**src/rtl/eth_tx_framer.sv**
```systemverilog
// Ethernet transmit framer: wraps a client byte stream with preamble/SFD,
// zero-pads short frames, appends the CRC-32 FCS and enforces the
// inter-frame gap. A client underrun aborts the frame without an FCS.

package eth_tx_pkg;
  // Reflected CRC-32 (poly 0x04C11DB7), one byte in, LSB first.
  function automatic logic [31:0] crc32_next(input logic [31:0] crc,
                                             input logic [7:0]  data);
    logic [31:0] c;
    c = crc ^ {24'h0, data};
    for (int i = 0; i < 8; i++) begin
      c = c[0] ? ((c >> 1) ^ 32'hEDB8_8320) : (c >> 1);
    end
    return c;
  endfunction
endpackage

module eth_tx_framer #(
  parameter int MIN_FRAME_BYTES = 60,
  parameter int IFG_BYTES       = 12   // must be at least 1
) (
  input  logic        clk,
  input  logic        rst_n,
  input  logic [7:0]  in_data,
  input  logic        in_valid,
  input  logic        in_last,
  output logic        in_ready,
  output logic [7:0]  tx_data,
  output logic        tx_valid,
  input  logic        tx_ready,
  output logic        frame_done,
  output logic [10:0] frame_len,
  output logic        tx_err
);
  import eth_tx_pkg::*;

  typedef enum logic [2:0] {
    IDLE, PREAMBLE, SFD, DATA, PAD, FCS, DRAIN, IFG
  } state_t;

  localparam logic [10:0] MIN_LEN  = 11'(MIN_FRAME_BYTES);
  localparam logic [15:0] IFG_LAST = 16'(IFG_BYTES - 1);

  state_t      state;
  logic [31:0] crc;
  logic [10:0] byte_cnt;
  logic [2:0]  sub_cnt;    // preamble byte index, then FCS byte index
  logic [15:0] ifg_cnt;

  logic [10:0] cnt_inc;
  logic [7:0]  crc_in;
  logic [31:0] crc_nxt;
  logic [7:0]  fcs_byte;

  // Byte counter saturates so oversized frames cannot wrap into a short length.
  assign cnt_inc = (byte_cnt == 11'h7FF) ? byte_cnt : byte_cnt + 11'd1;
  assign crc_in  = (state == PAD) ? 8'h00 : in_data;
  assign crc_nxt = crc32_next(crc, crc_in);

  // Select the FCS byte on the line: inverted CRC, least significant byte first.
  always_comb begin
    // NOTE: every output of a combinational block gets a default first so no latch is inferred.
    fcs_byte = 8'h00;
    case (sub_cnt[1:0])
      2'd0: fcs_byte = ~crc[7:0];
      2'd1: fcs_byte = ~crc[15:8];
      2'd2: fcs_byte = ~crc[23:16];
      2'd3: fcs_byte = ~crc[31:24];
      default: fcs_byte = 8'h00;
    endcase
  end

  // Line-side outputs decoded from the state; DATA is a straight pass-through
  // so client backpressure costs no extra cycle.
  always_comb begin
    tx_valid = 1'b0;
    tx_data  = 8'h00;
    in_ready = 1'b0;
    case (state)
      PREAMBLE: begin tx_valid = 1'b1;     tx_data = 8'h55;   end
      SFD:      begin tx_valid = 1'b1;     tx_data = 8'hD5;   end
      DATA:     begin tx_valid = in_valid; tx_data = in_data; in_ready = tx_ready; end
      PAD:      begin tx_valid = 1'b1;     tx_data = 8'h00;   end
      FCS:      begin tx_valid = 1'b1;     tx_data = fcs_byte; end
      DRAIN:    in_ready = 1'b1;
      default:  ;
    endcase
  end

  // Framing FSM; every step except IDLE entry and DRAIN waits on tx_ready.
  always_ff @(posedge clk or negedge rst_n) begin
    if (!rst_n) begin
      // NOTE: the CRC accumulator is reset as well so a frame cut by reset can never leak its partial CRC.
      state      <= IDLE;
      crc        <= '1;
      byte_cnt   <= '0;
      sub_cnt    <= '0;
      ifg_cnt    <= '0;
      frame_done <= 1'b0;
      frame_len  <= '0;
      tx_err     <= 1'b0;
    end else begin
      // NOTE: sequential state uses non-blocking assignments so all registers update from pre-edge values.
      frame_done <= 1'b0;
      tx_err     <= 1'b0;
      case (state)
        IDLE: begin
          if (in_valid) begin
            state   <= PREAMBLE;
            sub_cnt <= '0;
          end
        end
        PREAMBLE: begin
          if (tx_ready) begin
            if (sub_cnt == 3'd6) begin
              sub_cnt <= '0;
              state   <= SFD;
            end else begin
              sub_cnt <= sub_cnt + 3'd1;
            end
          end
        end
        SFD: begin
          if (tx_ready) begin
            crc      <= '1;
            byte_cnt <= '0;
            state    <= DATA;
          end
        end
        DATA: begin
          if (tx_ready) begin
            if (in_valid) begin
              crc      <= crc_nxt;
              byte_cnt <= cnt_inc;
              if (in_last) begin
                sub_cnt <= '0;
                state   <= (cnt_inc < MIN_LEN) ? PAD : FCS;
              end
            end else begin
              // Client starved the line mid-frame: abort without an FCS.
              tx_err <= 1'b1;
              state  <= DRAIN;
            end
          end
        end
        PAD: begin
          if (tx_ready) begin
            crc      <= crc_nxt;
            byte_cnt <= cnt_inc;
            sub_cnt  <= '0;
            if (cnt_inc >= MIN_LEN) state <= FCS;
          end
        end
        FCS: begin
          if (tx_ready) begin
            if (sub_cnt == 3'd3) begin
              frame_done <= 1'b1;
              frame_len  <= byte_cnt;
              ifg_cnt    <= '0;
              state      <= IFG;
            end else begin
              sub_cnt <= sub_cnt + 3'd1;
            end
          end
        end
        DRAIN: begin
          // Nothing goes to the line here, so discarding does not wait on tx_ready.
          if (in_valid && in_last) begin
            ifg_cnt <= '0;
            state   <= IFG;
          end
        end
        IFG: begin
          if (tx_ready) begin
            if (ifg_cnt == IFG_LAST) state <= IDLE;
            else                     ifg_cnt <= ifg_cnt + 16'd1;
          end
        end
        default: state <= IDLE;
      endcase
    end
  end

endmodule

```
**config.mk**
```make
export PLATFORM = sky130hd
export DESIGN_NAME = eth_tx_framer
export DESIGN_NICKNAME = d
export VERILOG_FILES = /design/src/rtl/eth_tx_framer.sv
export SDC_FILE = /design/constraint.sdc
export NUM_CORES = 1
export LEC_CHECK = 0
export CAP_MARGIN = 15
export CORE_MARGIN = 10
export CORE_UTILIZATION = 53
export DETAILED_ROUTE_END_ITERATION = 10
export PLACE_DENSITY = 0.75
export SLEW_MARGIN = 20
export SYNTH_ARGS = -nofsm -noshare
export SYNTH_HDL_FRONTEND = slang
export SYNTH_SLANG_ARGS = --single-unit
```
**constraint.sdc**
```tcl
create_clock -name clk -period 2.3 [get_ports clk]
set_clock_uncertainty 0.15 [all_clocks]
set_input_delay 0.345 -clock clk [delete_from_list [all_inputs] [get_ports clk]]
set_output_delay 0.345 -clock clk [all_outputs]
set_load 0.1 [all_outputs]
```
Word-level counts from Yosys, hierarchy flattened
Cells that the tools add are included.

cells by class
  multiplexer cells = 62
  bitwise gates (word level) = 13
  reduce and logical (&&, ||, !) cells = 12
  add/subtract/negate cells = 3
  eq/ne operators = 31
  magnitude comparators = 2

operators with widths
  kind                     number
  $mux W32                 12
  $not A13 Y14             8
  $pmux W32 S3             1
  $mux W16                 5
  $mux W3                  23
  $pmux W8 S4              2
  $mux W11                 5
  $pmux W16 S3             1
  $pmux W11 S3             1
  $not A8 Y8               4
  $xor A32 B8 Y32          1
  $ne A2 B2 Y1 const B     15
  $pmux W3 S8              1
  $add A16 B1 Y16 const B  1
  $eq A16 B4 Y1 const B    1
  $eq A3 B3 Y1 const B     5
  $pmux W3 S5              1
  $reduce_and A13 Y1       1
  $add A11 B1 Y11 const B  1
  $eq A11 B11 Y1 const B   1
  $ge A11 B6 Y1 const B    1
  $lt A11 B6 Y1 const B    1
  $eq A3 B2 Y1 const B     3
  $reduce_and A9 Y1        1
  other kinds (18)         27

word-level totals
  logic and storage cells = 131
  output and inout port bits = 23
  input port bits = 13
  register bits after elaboration = 78

Logic depth before layout (Yosys ltp)
Gate-level depths: netlist of the first run.

  word-level depth = 22
  depth in mapped cells = 9
  gate-level depth less buffers = 8

Worst setup path after synthesis of the first run
Ideal clock, no wire load.

  path kind = flip-flop to output port
  from = reg sub_cnt[0]
  to = out tx_data[2]
  data arrival time = 3.417 ns
  cell stages (with the launch flop) = 6
  path buffers = 1
  data required time = 1.805 ns
  setup slack = -1.612 ns
  path through = dfrtp_1 > inv_1 > ha_1 > clkbuf_1 > o21ai_0 > a221oi_1

on the way
  longest elaborated chain between the ends = 3
  elaborated cells on any way between the ends = 6
  those cells by class = 3 x eq/ne; 2 x mux; 1 x reduce/logical

ends and longest elaborated chain
  item                                        RTL line  source
  start, declared                             47        logic [2:0] sub_cnt;
  start signal, assigned                      119       sub_cnt <= sub_cnt + 3'd1;
  start signal, assigned                      162       sub_cnt <= sub_cnt + 3'd1;
  $eq A2 B2 Y1, or another cell as far along  64        case (sub_cnt[1:0])
  $pmux W8 S4 (*)                             64
  $pmux W8 S4 (*)                             79        case (state)
  end, declared                               28        output logic [7:0] tx_data,

Every way passes the cells marked *; elsewhere a longest branch is shown, timed or not.

Worst setup path in the final report of the first run
  from = reg sub_cnt[0]
  to = out tx_data[4]

The elaborated chain is that of the path after synthesis.

==> results of run 1 <==
==> stage by stage <==
step	utilization	area [µm²]	std cells	worst slack, ps	hold WS (ps)
after global placement	0.680	6340	752	-215	180
after detailed placement	0.680	6340	752	-275	188
after floorplan	-	5320	544	-156	-101
final	0.769	7180	787	-240	348
after CTS	0.723	6740	773	-254	346
after global routing	0.769	7180	787	-300	387
==> how the worst max path moves through the flow <==
stage                            from  cells after the start             endpoint
2_1_floorplan  sub_cnt[0]$_DFFE_PN0P_                      6           tx_data[0]
3_3_place_gp               in_data[6]                      8  crc[19]$_DFFE_PN1P_
3_5_place_dp               in_data[6]                      8  crc[18]$_DFFE_PN1P_
4_1_cts        sub_cnt[0]$_DFFE_PN0P_                      8           tx_data[4]
5_1_grt        sub_cnt[0]$_DFFE_PN0P_                      6           tx_data[4]
6_report       sub_cnt[0]$_DFFE_PN0P_                      8           tx_data[4]
==> what timing repair did <==
| action | CTS | global route |
|---|---|---|
| endpoints found under the setup margin | 16 | 38 |
| hold buffers | 1 | 0 |
| pin swaps | 12 | 23 |
| setup buffers | 5 | 12 |
| gates cloned | 0 | 2 |
| resized for setup | 38 | 69 |
| hold endpoints to repair | 17 | 0 |
==> flip-flops by register name, summed over array words and instances (netlist names) <==
signal / count
crc: 32
ifg_cnt: 16
byte_cnt: 11
frame_len: 11
state: 3
sub_cnt: 3
frame_done: 1
tx_err: 1
==> cells in the mapped netlist (2+ instances only) <==
cell       n
buf_1      7
o22ai_1    4
and3_1     5
xor2_4     2
xnor2_1   41
inv_1      9
nand3b_1   2
nor2b_1    5
o22a_1    15
o31ai_1    7
nor4_1     3
nand2_1   53
a31oi_1   10
buf_6      2
ha_1       7
clkbuf_1  22
a21o_1     2
and3b_1    2
o21a_1     3
and2_1     2
o41ai_1    2
nor3_1     6
nand3_1   13
o221ai_1   8
a22o_1     2
a221oi_1   7
dfrtp_1   46
xor2_1    25
o211ai_1   2
nand4_1    6
a21oi_1   35
o21ai_0   56
nor2_1    47
xnor2_4    3
dfstp_2   32
xnor3_1    7
xnor2_2    2
nand2b_1   9
mux2_2    12
==> final cells by class <==
type / count / area share
well taps: 129 / 0.0225
repair buffers: 132 / 0.170
clock buffers: 9 / 0.0173
clock inverters: 7 / 0.0101
flip-flops and latches: 78 / 0.279
inverters: 10 / 0.00767
multi-input cells: 422 / 0.494
==> cells by family (layout without fill, tap and decap cells) <==
group | count (synthesis) | count (layout)
mux | 13 | 13
xor+xnor | 81 | 81
buf+inv | 44 | 158
simple gates | 161 | 161
flops | 78 | 78
fa+ha+maj | 7 | 7
compound gates | 160 | 160
==> power by group <==
group | total [mW] | internal, mW | switching (mW)
logic | 9.00 | 4.27 | 4.73
clock network | 1.07 | 0.504 | 0.564
registers | 2.28 | 1.85 | 0.435
==> layer usage <==
metal,track usage,up-vias
met5,0,-
met4,0.0904,0
met2,0.349,199
met1,0.244,2324
li1,-,2153
met3,0.0447,52
==> metrics.csv, run 1 <==
metric,value,unit
slew margin rel.,0.554,
CP Cell Sequence,"inv_2, ha_4, inv_6, buf_6, o22ai_4, o31ai_4, a221oi_4, buf_12",
RR Endpoint,state[2]$_DFFE_PN0P_,
Synth Area in Simple Gates,0.151,
Tcrit/Tclk final,1.10,
Root Buffer,clkbuf_8,
Worst Path Buf+Inv,4,
first-pass GRT wire length,23800,µm
met2 WL,8150,µm
GR Overflow Total,0,
sequential-to-total area share from yosys stat,0.390,
startpoint types,flip-flop,
largest net degree at the start of global routing,35,
max incr delay on CP,440,ps
DRC viols,0,
fmax,394,MHz
Die Height,118,µm
reg2reg start,sub_cnt[0]$_DFFE_PN0P_,
CP max-delay cell,dfrtp_2,
die area,0.0140,mm²
worst-path maximum fanout,5,
"Distinct cells, synth",60,
"most common cell after layout, fill and taps aside",buf_4,
routed metal-1 wirelength,6160,µm
worst-case reg-to-reg path depth,10,
Compound-Gate Fraction of Synth Area,0.197,
Finish-stage setup viols,12,
final setup TNS,-1700,ps
cell area after synthesis,0.00511,mm²
WL final,15900,µm
PwrDens,1720,mW/mm²
initial antenna violation count,0,
Rows,35,
crit end category,output port,
Main synth FF type,dfrtp_1,
reg2reg setup slack,-100,ps
"area leader, netlist",dfrtp_1,
Total Nets Final,673,
largest family of logic cells by synthesized area,compound AO/OA/AOI/OAI gates,
"Clk Latency, worst-skew pair",360,ps
Worst Max-Slew Pin Slew,662,ps
Synth Instances,544,
"CTS clk-pin slew, worst paths",90,ps
# diodes,0,
xor-xnor portion of the synthesized cell area,0.180,
mux share of post-synthesis cell area,0.0284,
crit path DAT,2050,ps
status,finished with violations,
asr flop ratio synth,1.00,
min cycle time layout,2540,ps
DR top layer,met4,
metal3 WL,994,µm
WP data required,1800,ps
Static Leakage,2.94,nW
Synth top area share,0.225,
Synth Net Count,564,
final hold vios,0,
Max-cap violations,0,
DR vias,4728,
vias in the first global route,4682,
synthesis-to-layout area growth,40.5,%
WL/cell,20.2,µm
clock tree buffer depth,2,
Hold WC Path Type,in2async,
Yosys warning count,0,
violated checks,negative setup slack,
number of routed nets with antenna violations,0,
Multi-input gate area,0.00354,mm²
core area,0.00933,mm²
1st-pass router iterations,5,
number of H-tree levels,3,
DR vias/cell,6.01,
Syn Area/Cell,9.39,µm²
post-synthesis sequential element count,78,
adder-cell share of the synthesized area,0.0171,
dpl hpwl,10200,µm
kind of cell adding the most delay to the critical path,compound AO/OA/AOI/OAI gates,
synth top area cells,"dfrtp_1 23%, dfstp_2 16%, xnor2_1 7.0%, o21ai_0 5.5%, xor2_1 4.3%",
RSZ-0062 raised after global routing,true,
most frequent cells in the layout,"96 x buf_4, 48 x nand2_1, 43 x o21ai_0, 43 x nor2_1, 40 x dfrtp_1",
share of layout cells above drive strength 1,0.413,
I/O Buffers,35,
CP Class,reg2out,
Sequential Area,0.00200,mm²
Die X,118,µm
Final Max Slew Viols,0,
Sink Count,78,
Post-synth EDFFs,0,
starting density of the core,0.548,
Final Worst Setup Slack,-240,ps
CTS tree,done,
Placer Congestion,0.911,
Final Power,12.3,mW
IO Pins,36,
maximum VDD drop,1220,µV
initial DRC count,252,
total track usage,0.205,
Filler cells,597,
CTS buffer count,9,
No activity file was read; power rests on OpenSTA's default activity.
==> run 2, diff against run 1 <==
Settings changed: CTS_CLUSTER_DIAMETER from default to 30, SETUP_SLACK_MARGIN from default to 0.15, SKIP_CTS_REPAIR_TIMING from default to 1.
==> run 2 against run 1 <==
The flow still finishes with violations (negative setup slack). Critical path depth did not move. First-iteration DRC count rose by 58%. Flip-flop and latch count unchanged. Core utilization increased by 4.2 points. Non-clock buffer count down 3. Fmax fell by 0.53%. Routed wire length increased by 3.3%. Combinational power increased by 9.7%. Highest routed layer unchanged.
==> metrics.csv, run 2 (same netlist as run 1, synthesis figures left out) <==
metric,value,unit
"CTS clk-pin slew, worst paths",80,ps
Die X,118,µm
Placer Congestion,0.892,
Final Cell Area,0.00756,mm²
most frequent cells in the layout,"81 x buf_4, 48 x nand2_1, 42 x nor2_1",
IO Pins,36,
PwrDens,1760,mW/mm²
first-pass GRT wire length,22500,µm
crit end category,output port,
I/O Buffers,35,
WL/cell,21.0,µm
max FFs per register,32,
Finish-stage setup viols,16,
maximum VDD drop,971,µV
WP data required,1800,ps
area of placed instances,0.00647,mm²
Largest regs,"crc (32), ifg_cnt (16)",
GR Overflow Total,0,
Max-cap violations,0,
DR vias/cell,6.08,
# diodes,0,
crit path DAT,2060,ps
Static Leakage,3.09,nW
Sw Ratio,0.456,
Clk pwr share,0.083,
Final Worst Setup Slack,-254,ps
die area,0.0140,mm²
Worst Max-Slew Pin Slew,601,ps
number of H-tree levels,3,
Sink Count,78,
CP Class,reg2out,
number of routed nets with antenna violations,0,
Rows,35,
final hold vios,0,
hold_ws,349,ps
WL final,16400,µm
synthesis-to-layout area growth,48.0,%
switching power,6.07,mW
RSZ-0062 raised after global routing,true,
starting density of the core,0.548,
worst-path maximum fanout,8,
Hold WC Path Type,in2async,
slew margin rel.,0.598,
core area,0.00933,mm²
CTS tree,done,
largest net degree at the start of global routing,41,
CTS buffer count,9,
share of layout cells above drive strength 1,0.463,
1st-pass router iterations,5,
Biggest register,crc,
clock tree buffer depth,2,
sequential power share,0.175,
"Clk Latency, worst-skew pair",350,ps
Total Nets Final,670,
dpl hpwl,9970,µm
Filler cells,523,
Int Power,7.24,mW
total track usage,0.192,
status,finished with violations,
startpoint types,flip-flop,
Tcrit/Tclk final,1.11,
violated checks,negative setup slack,
Combinational Power Share,0.742,
Die Height,118,µm
Root Buffer,clkbuf_8,
initial antenna violation count,0,
DRC viols,0,
DR vias,4767,
fmax,392,MHz
vias in the first global route,4490,
min cycle time layout,2550,ps
"most common cell after layout, fill and taps aside",buf_4,
initial DRC count,397,
Final Max Slew Viols,0,
run 2: cell count changes in the layout (fill, tap and decap cells not counted), sizes merged:
cell,change
clkinvlp,-3
buf,-3
clkinv,-2
clkbuf,+5
run 2: cell type report:
| class | count | area, µm² | share of cell area |
|---|---|---|---|
| clock buffers | 14 | 174 | 0.0230 |
| clock inverters | 2 | 38.8 | 0.00513 |
| inverters | 10 | 55.1 | 0.00728 |
| multi-input cells | 422 | 3870 | 0.512 |
| flip-flops and latches | 78 | 2000 | 0.265 |
| well taps | 129 | 161 | 0.0213 |
| repair buffers | 129 | 1260 | 0.166 |
run 2: per-stage QoR:
stage | utilization | cells | setup slack [ps] | total power [mW] | TNS, ps
after floorplan | - | 544 | -132 | 7.73 | -507
after global placement | 0.694 | 747 | -131 | 9.90 | -807
after detailed placement | 0.694 | 747 | -186 | 10.1 | -1300
after CTS | 0.717 | 763 | -294 | 11.2 | -2070
after global routing | 0.811 | 784 | -311 | 13.9 | -4470
final | 0.811 | 784 | -254 | 13.3 | -2280
run 2: worst max-delay path, stage by stage (launching register included):
cell	delay, ps
dfrtp_2	470
buf_4	160
ha_4	170
inv_8	110
o221ai_2	100
o21ai_0	250
buf_4	200
o21ai_4	60
buf_12	180
run 2: final timing paths:
path	start	to	slack [ps]	depth (start not counted)
setup / recovery	sub_cnt[0]$_DFFE_PN0P_	tx_data[7]	-250	8
hold / removal	rst_n	sub_cnt[1]$_DFFE_PN0P_	350	2
setup reg to reg	state[0]$_DFFE_PN0P_	crc[22]$_DFFE_PN1P_	-110	9
hold reg to reg	ifg_cnt[15]$_DFFE_PN0P_	ifg_cnt[15]$_DFFE_PN0P_	350	1
max in group asynchronous	rst_n	crc[2]$_DFFE_PN1P_	950	3
min in group clk	ifg_cnt[15]$_DFFE_PN0P_	ifg_cnt[15]$_DFFE_PN0P_	350	1
run 2: power groups by stage:
stage / clock network (mW) / registers, mW / logic, mW
floorplan: 0 / 2.13 / 5.60
global placement: 0 / 2.24 / 7.66
detailed placement: 0 / 2.26 / 7.81
CTS: 1.11 / 2.24 / 7.88
global route: 1.18 / 2.36 / 10.3
finish: 1.11 / 2.33 / 9.87
run 2: metal layers:
metal	GRT usage	wire length, µm	up-vias	share of wire
li1	-	-	2128	-
met2	0.308	7980	209	0.49
met5	0	0	-	0
met1	0.251	6880	2374	0.42
met3	0.0357	857	56	0.052
met4	0.0773	708	0	0.043
==> run 3, diff against run 2 <==
Settings changed: ABC_CLOCK_PERIOD_IN_PS from default to 2300, HOLD_SLACK_MARGIN from default to 0.03.
==> results of run 3 <==
Final layout, timing and power as in run 2 (identical DEF).
